### config.mk
export PLATFORM = sky130hd
export DESIGN_NAME = xy_route_dispatch
export DESIGN_NICKNAME = d
export VERILOG_FILES = /design/src/rtl/xy_route_dispatch.sv
export SDC_FILE = /design/constraint.sdc
export NUM_CORES = 1
export LEC_CHECK = 0
export BUFFER_PORTS_ARGS = -buffer_cell sky130_fd_sc_hd__buf_2
export CORE_MARGIN = 2
export CORE_UTILIZATION = 45
export DETAILED_ROUTE_END_ITERATION = 7
export PLACE_DENSITY = 0.74
export REMOVE_ABC_BUFFERS = 1
export SKIP_LAST_GASP = 1
export SYNTH_ARGS = -nofsm -noshare
export SYNTH_HDL_FRONTEND = slang
export SYNTH_SLANG_ARGS = --single-unit
### constraint.sdc
create_clock -name clk -period 3.78 [get_ports clk]
set_input_delay 0.189 -clock clk [delete_from_list [all_inputs] [get_ports clk]]
set_output_delay 0.189 -clock clk [all_outputs]
set_load 0.03 [all_outputs]
### src/rtl/xy_route_dispatch.sv
`default_nettype none
// ============================================================================
// Module   : xy_route_dispatch
// Brief    : Output-dispatch stage of a mesh NoC router. Pops packets from a
//            show-ahead FIFO, picks the output port by dimension-ordered
//            routing (XY or YX), holds the packet with a one-hot request
//            until the matching grant, drops packets addressed outside the
//            mesh and keeps dispatched / dropped packet counters.
// Revision : 1.0 - initial release
// ============================================================================
module xy_route_dispatch #(
    parameter int DW      = 32,
    parameter int CW      = 2,
    parameter int X_LSB   = 0,
    parameter int Y_LSB   = 2,
    parameter int POS_X   = 1,
    parameter int POS_Y   = 1,
    parameter int MESH_X  = 4,
    parameter int MESH_Y  = 4,
    parameter bit YX_MODE = 1'b0
) (
    input  logic          clk,
    input  logic          reset_n,
    input  logic [DW-1:0] fifo_data,
    input  logic          fifo_empty,
    output logic          rdreq,
    output logic [DW-1:0] data_out,
    output logic [4:0]    req,
    input  logic [4:0]    gnt,
    output logic          drop_pulse,
    output logic [15:0]   pkt_cnt,
    output logic [7:0]    drop_cnt
);

    // State encoding
    localparam logic [0:0] c_st_idle = 1'b0;
    localparam logic [0:0] c_st_hold = 1'b1;

    // One-hot direction encoding {L,N,E,S,W}
    localparam logic [4:0] c_dir_l = 5'b10000;
    localparam logic [4:0] c_dir_n = 5'b01000;
    localparam logic [4:0] c_dir_e = 5'b00100;
    localparam logic [4:0] c_dir_s = 5'b00010;
    localparam logic [4:0] c_dir_w = 5'b00001;

    // Coordinates and mesh bounds widened to 32 bits for unsigned compares
    localparam logic [31:0] c_pos_x  = 32'(POS_X);
    localparam logic [31:0] c_pos_y  = 32'(POS_Y);
    localparam logic [31:0] c_mesh_x = 32'(MESH_X);
    localparam logic [31:0] c_mesh_y = 32'(MESH_Y);

    logic [0:0]    r_state;
    logic [0:0]    w_state_nxt;
    logic          w_grant;
    logic          w_load;
    logic          w_drop;
    logic [4:0]    w_route;
    logic [4:0]    w_req_nxt;
    logic [31:0]   w_dx;
    logic [31:0]   w_dy;
    logic          w_x_gt;
    logic          w_x_lt;
    logic          w_y_gt;
    logic          w_y_lt;

    // Destination fields of the FIFO head word
    assign w_dx = 32'(fifo_data[X_LSB +: CW]);
    assign w_dy = 32'(fifo_data[Y_LSB +: CW]);

    assign w_x_gt = (w_dx > c_pos_x);
    assign w_x_lt = (w_dx < c_pos_x);
    assign w_y_gt = (w_dy > c_pos_y);
    assign w_y_lt = (w_dy < c_pos_y);

    // Out-of-mesh destinations are popped and discarded
    assign w_drop = (w_dx >= c_mesh_x) || (w_dy >= c_mesh_y);

    // A held packet completes when the arbiter grants exactly what we request
    assign w_grant = (r_state == c_st_hold) && (gnt == req);

    // The head word is stale while rdreq is high, so never load in that cycle
    assign w_load = !fifo_empty && !rdreq &&
                    ((r_state == c_st_idle) || w_grant);

    // State register
    always_ff @(posedge clk or negedge reset_n) begin
        if (!reset_n) begin
            r_state <= c_st_idle;
        end else begin
            r_state <= w_state_nxt;
        end
    end

    // Next-state logic: load wins over completion, drops return to idle
    always_comb begin
        w_state_nxt = r_state;
        if (w_load) begin
            w_state_nxt = w_drop ? c_st_idle : c_st_hold;
        end else if (w_grant) begin
            w_state_nxt = c_st_idle;
        end
    end

    // Output decode: dimension-ordered route and the next request vector
    always_comb begin
        w_route = c_dir_l;
        if (YX_MODE) begin
            if (w_y_gt)      w_route = c_dir_n;
            else if (w_y_lt) w_route = c_dir_s;
            else if (w_x_gt) w_route = c_dir_e;
            else if (w_x_lt) w_route = c_dir_w;
        end else begin
            if (w_x_gt)      w_route = c_dir_e;
            else if (w_x_lt) w_route = c_dir_w;
            else if (w_y_gt) w_route = c_dir_n;
            else if (w_y_lt) w_route = c_dir_s;
        end

        w_req_nxt = req;
        if (w_load) begin
            w_req_nxt = w_drop ? 5'b00000 : w_route;
        end else if (w_grant) begin
            w_req_nxt = 5'b00000;
        end
    end

    // Registered outputs: pop pulse, held packet, request, drop pulse, counters
    always_ff @(posedge clk or negedge reset_n) begin
        if (!reset_n) begin
            rdreq      <= 1'b0;
            data_out   <= '0;
            req        <= 5'b00000;
            drop_pulse <= 1'b0;
            pkt_cnt    <= 16'd0;
            drop_cnt   <= 8'd0;
        end else begin
            rdreq      <= w_load;
            drop_pulse <= w_load && w_drop;
            req        <= w_req_nxt;
            if (w_load) begin
                data_out <= fifo_data;
            end
            if (w_grant) begin
                pkt_cnt <= pkt_cnt + 16'd1;
            end
            if (w_load && w_drop && (drop_cnt != 8'hFF)) begin
                drop_cnt <= drop_cnt + 8'd1;
            end
        end
    end

endmodule
`default_nettype wire

Word-level counts from Yosys, hierarchy flattened. Index checks and enable logic that the tools add are counted.

Register bits: 64. Input port bits: 40. Output and inout port bits: 63. Logic and storage cells: 38.

Add/sub/neg operators: 2. Order comparisons: 6. Equal/unequal tests: 2. Muxes and demuxes: 10. Bitwise logic cells: 1. Reductions and logical operators: 10.

Operators with widths (count): $mux W5 (7); $add A16 B1 Y16 const B (1); $add A8 B1 Y8 const B (1); $ne A8 B8 Y1 const B (1); $ge A2 B3 Y1 const B (2); $eq A5 B5 Y1 (1); $logic_and A1 B1 Y1 (5); $gt A2 B1 Y1 const B (2); $lt A2 B1 Y1 const B (2); $mux W1 (3); $logic_not A1 Y1 (2); $logic_or A1 B1 Y1 (2); $reduce_bool A2 Y1 (1); $not A1 Y1 (1).

Logic depth before layout (Yosys ltp).
Depth in word-level cells: 7. Gate-level depth with buffers: 7. Gate-level depth less buffers: 6.

Worst setup path before layout. No wires, ideal clock.

Path kind: flip-flop to flip-flop. Start point: register req[2]. End point: register data_out[27]. Library setup time: 0.127 ns. Arrival: 1.732 ns. Setup slack: 1.921 ns. Stages on the path, launching flop included: 8. Path buffers: 1. Period minus slack after synthesis: 1.859 ns. Cell sequence: dfrtp_1 -> xnor2_2 -> nand3_4 -> o21ai_4 -> nand2_4 -> inv_6 -> buf_12 -> mux2_1.

Cells in the longest elaborated chain, start to end: 4.

Ends and longest elaborated chain: start, declared (RTL line 28) `output logic [4:0] req,`; start signal, assigned (RTL line 139) `req <= w_req_nxt;`; $eq A5 B5 Y1 (RTL line 79) `assign w_grant = (r_state == c_st_hold) && (gnt == req);`; $logic_and A1 B1 Y1 (RTL line 79); $logic_or A1 B1 Y1 (RTL line 83) `((r_state == c_st_idle) || w_grant);`; $logic_and A1 B1 Y1 (RTL line 82) `assign w_load = !fifo_empty && !rdreq &&`; via w_load (RTL line 55) `logic w_load;`; end signal, assigned (RTL line 141) `data_out <= fifo_data;`; end, declared (RTL line 27) `output logic [DW-1:0] data_out,`.

The timed path passes the listed nets, and every way through them passes these cells. A chain may end at the register's enable or synchronous reset.

Final worst setup path.
Start point: register req[1]. End point: register data_out[5].

Cells in the longest elaborated chain, start to end: 4.

Ends and longest elaborated chain (RTL line): $eq A5 B5 Y1 (79); $logic_and A1 B1 Y1 (79); $logic_or A1 B1 Y1 (83); $logic_and A1 B1 Y1 (82).

Every way passes these cells.

==> results.json <==
{
  "postCtsSetupBuffers": 0,
  "grt_use_total_pct": 15.3,
  "antenna_cells": 0,
  "power_density_nw_per_um2": 793,
  "cts_resized": 0,
  "routabilityCongestion": 0.775,
  "max-clock-path-buffers": 2,
  "numCtsBuffers": 5,
  "grt_overflow": 0,
  "critPathMaxStageDelay_ns": 0.42,
  "first_pass_iters": 4,
  "worstSetupPathType": "flop to flop",
  "start_util_pct": 45.9,
  "io_pins": 103,
  "p_int_uw": 1490,
  "finalCritPeriodShare_pct": 51.9,
  "status": "finished, final reports clean",
  "drive_gt1_share_pct": 53.2,
  "report.final.hold_viol_count": 0,
  "dpl.hpwl_um": 3290,
  "cts_hold_buf": 0,
  "vias": 1608,
  "grt_pass1_vias": 1544,
  "cts-root-buf": "clkbuf_8",
  "tightest_slew_ns": 0.674,
  "worstSkewPairLatency_ns": 0.30,
  "clock-sinks": 55,
  "synth_xor_area_share_pct": 7.92,
  "rsz0062_at_grt": "false",
  "min_path_type": "input pin to async pin",
  "final.setup.tns_ns": 0,
  "arrival_ns": 2.15,
  "area_growth_pct": 23.7,
  "crit_family": "flip-flops",
  "cts_tree": "done",
  "slowest_stage": "dfrtp_1",
  "critPathMaxFanout": 32,
  "p_seq_share_pct": 38.0,
  "synth_compound_area_share_pct": 2.66,
  "slew_headroom_pct": 55.0,
  "worst-path-buf-inv": 1,
  "ir_drop_v": 0.000467,
  "max-cap-violations": 0,
  "die_area_um2": 6160,
  "synth_simple_gate_area_share_pct": 9.52,
  "grt_pass1_wl_um": 7270,
  "dp_slack_ns": 1.83,
  "h-tree-depth": 2,
  "p_leak_uw": 0.00160,
  "drt-wirelength-per-cell_um": 13.2,
  "fin_crit_ns": 1.96,
  "syn_area_per_cell_um2": 14.7,
  "setup_violations": 0,
  "synth.cell_area_um2": 2500,
  "path_clk_slew_ns": 0.10,
  "drc": 0,
  "antenna_found_initial": 0,
  "yosysWarnings": 0,
  "grt_max_degree": 56,
  "critPathCaptureType": "flop",
  "p_switching_uw": 964,
  "yosys.area_share.adder_pct": 0.501,
  "maxSlewViolCount": 0,
  "p_comb_share_pct": 43.8,
  "netlist_instances": 170,
  "clkPwrFrac_pct": 18.2,
  "ant_nets": 0,
  "critPathLaunchType": "flop",
  "via_per_inst": 4.74,
  "setup_ws_ns": 1.82,
  "max_freq_ghz": 0.510,
  "first_iter_violations": 31,
  "nets": 307,
  "synth_cell_types": 32,
  "worst_clock_skew_ns": 0.00832,
  "io_buffer_count": 93,
  "dieWidth_um": 78.5,
  "crit_required_ns": 3.97,
  "synthMuxAreaShare_pct": 18.5,
  "swShare_pct": 39.3,
  "ys_seq_elements": 55,
  "drt-total-wl_um": 4460,
  "die_y_um": 78.5,
  "seq_area_frac_synth_pct": 55.1,
  "rows": 27,
  "coreArea_um2": 5440,
  "crit_chain": "xnor2_1, nand2_1, o21ai_4, nand2_4, inv_6, mux2_2",
  "synth_top_family_by_area": "multiplexers"
}
==> state kept, by name, summed over array words and instances (netlist names) <==
name,flops
data_out,32
pkt_cnt,16
req,5
r_state,1
rdreq,1
==> cell usage in the layout (no fill, tap or decap), drive strengths merged <==
cell type,n
a22o,2
a32o,1
and3,4
buf,94
bufinv,2
clkbuf,6
conb,9
dfrtp,55
ha,1
inv,1
mux2,33
nand2,10
nand3,9
nand3b,1
nand4,3
nor2,4
nor3,3
nor3b,1
nor4,2
o21ai,2
o2bb2ai,2
or2,2
xnor2,14
xor2,6
==> worst reg2reg max path, delay by kind of cell, from the launching register on <==
kind	cells	cell delay (ns)
compound gates	1	0.24
mux	1	0.40
flops	1	0.42
buf+inv	1	0.31
simple gates	2	0.32
xor+xnor	1	0.17
==> per-stage QoR <==
step | total power, µW | cells | utilization (%) | cell area [µm²] | hold WS (ns)
2_1_floorplan | 1710 | 165 | - | 2390 | -0.107
3_3_place_gp | 2000 | 331 | 54.4 | 2960 | 0.353
3_5_place_dp | 2020 | 331 | 54.4 | 2960 | 0.362
4_1_cts | 2480 | 339 | 56.8 | 3090 | 0.0249
5_1_grt | 2580 | 339 | 56.8 | 3090 | 0.0505
6_report | 2450 | 339 | 56.8 | 3090 | 0.00190
==> worst paths after layout <==
kind | start | slack (ns) | depth (start not counted) | end
worst max-delay path | req[1]$_DFFE_PN0P_ | 1.82 | 6 | data_out[5]$_DFFE_PN0P_
worst min-delay path | reset_n | 0.002 | 2 | pkt_cnt[1]$_DFFE_PN0P_
worst max register to register | req[1]$_DFFE_PN0P_ | 1.82 | 6 | data_out[5]$_DFFE_PN0P_
worst min register to register | pkt_cnt[15]$_DFFE_PN0P_ | 0.47 | 1 | pkt_cnt[15]$_DFFE_PN0P_
max in group asynchronous | reset_n | 3.33 | 2 | pkt_cnt[9]$_DFFE_PN0P_
min in group clk | fifo_data[2] | 0.09 | 2 | req[1]$_DFFE_PN0P_
==> cells in the mapped netlist <==
cell type	instances	area share (%)
dfrtp_1	55	55
mux2_4	24	14
xnor2_1	11	3.9
buf_4	9	2.7
nand2_1	9	1.4
nand3_1	8	1.6
mux2_2	7	3.2
xor2_1	6	2.1
and3_1	4	1.0
nor2_1	4	0.60
buf_12	3	2.4
nand4_1	3	0.75
nor3_1	3	0.60
xnor2_2	3	2.0
a22o_1	2	0.70
mux2_1	2	0.90
o2bb2ai_1	2	0.70
a32o_1	1	0.40
buf_2	1	0.20
conb_1	1	0.15
ha_1	1	0.50
inv_6	1	0.35
nand2_4	1	0.45
nand3_4	1	0.70
nand3b_1	1	0.30
nor3b_1	1	0.30
nor4_2	1	0.50
nor4_4	1	0.85
o21ai_0	1	0.20
o21ai_4	1	0.65
or2_1	1	0.25
or2_2	1	0.25
==> layout make-up <==
class | instances | area [µm²]
Multi-Input combinational cell | 109 | 1010
Inverter | 1 | 8.76
Fill cell | 480 | 2350
Clock buffer | 6 | 72.6
Sequential cell | 55 | 1380
Tap cell | 72 | 90.1
Clock inverter | 2 | 60.1
Timing Repair Buffer | 94 | 473
==> power groups by stage <==
stage,sequential (µW),combinational (µW),clock (µW)
floorplan,1340,378,0
global placement,933,1070,0
detailed placement,932,1090,0
CTS,932,1090,459
global route,958,1130,493
finish,931,1070,446
==> routing by layer <==
layer  part of all wire [%]  up-vias  wire length [µm]  GRT usage, %
met5                      0        -                 0             0
met4                   0.67        0                30          4.74
met3                    7.5        2               335          5.17
met2                     48       66              2160          24.4
met1                     43      781              1940          19.8
li1                       -      759                 -             -
==> cell families (layout without fill, tap and decap cells) <==
logic type | after synthesis | after routing
mux | 33 | 33
flops | 55 | 55
fa+ha+maj | 1 | 1
buf+inv | 14 | 103
xor+xnor | 20 | 20
compound gates | 7 | 7
other cells | 1 | 9
simple gates | 39 | 39
No activity file was read; power rests on OpenSTA's default activity.
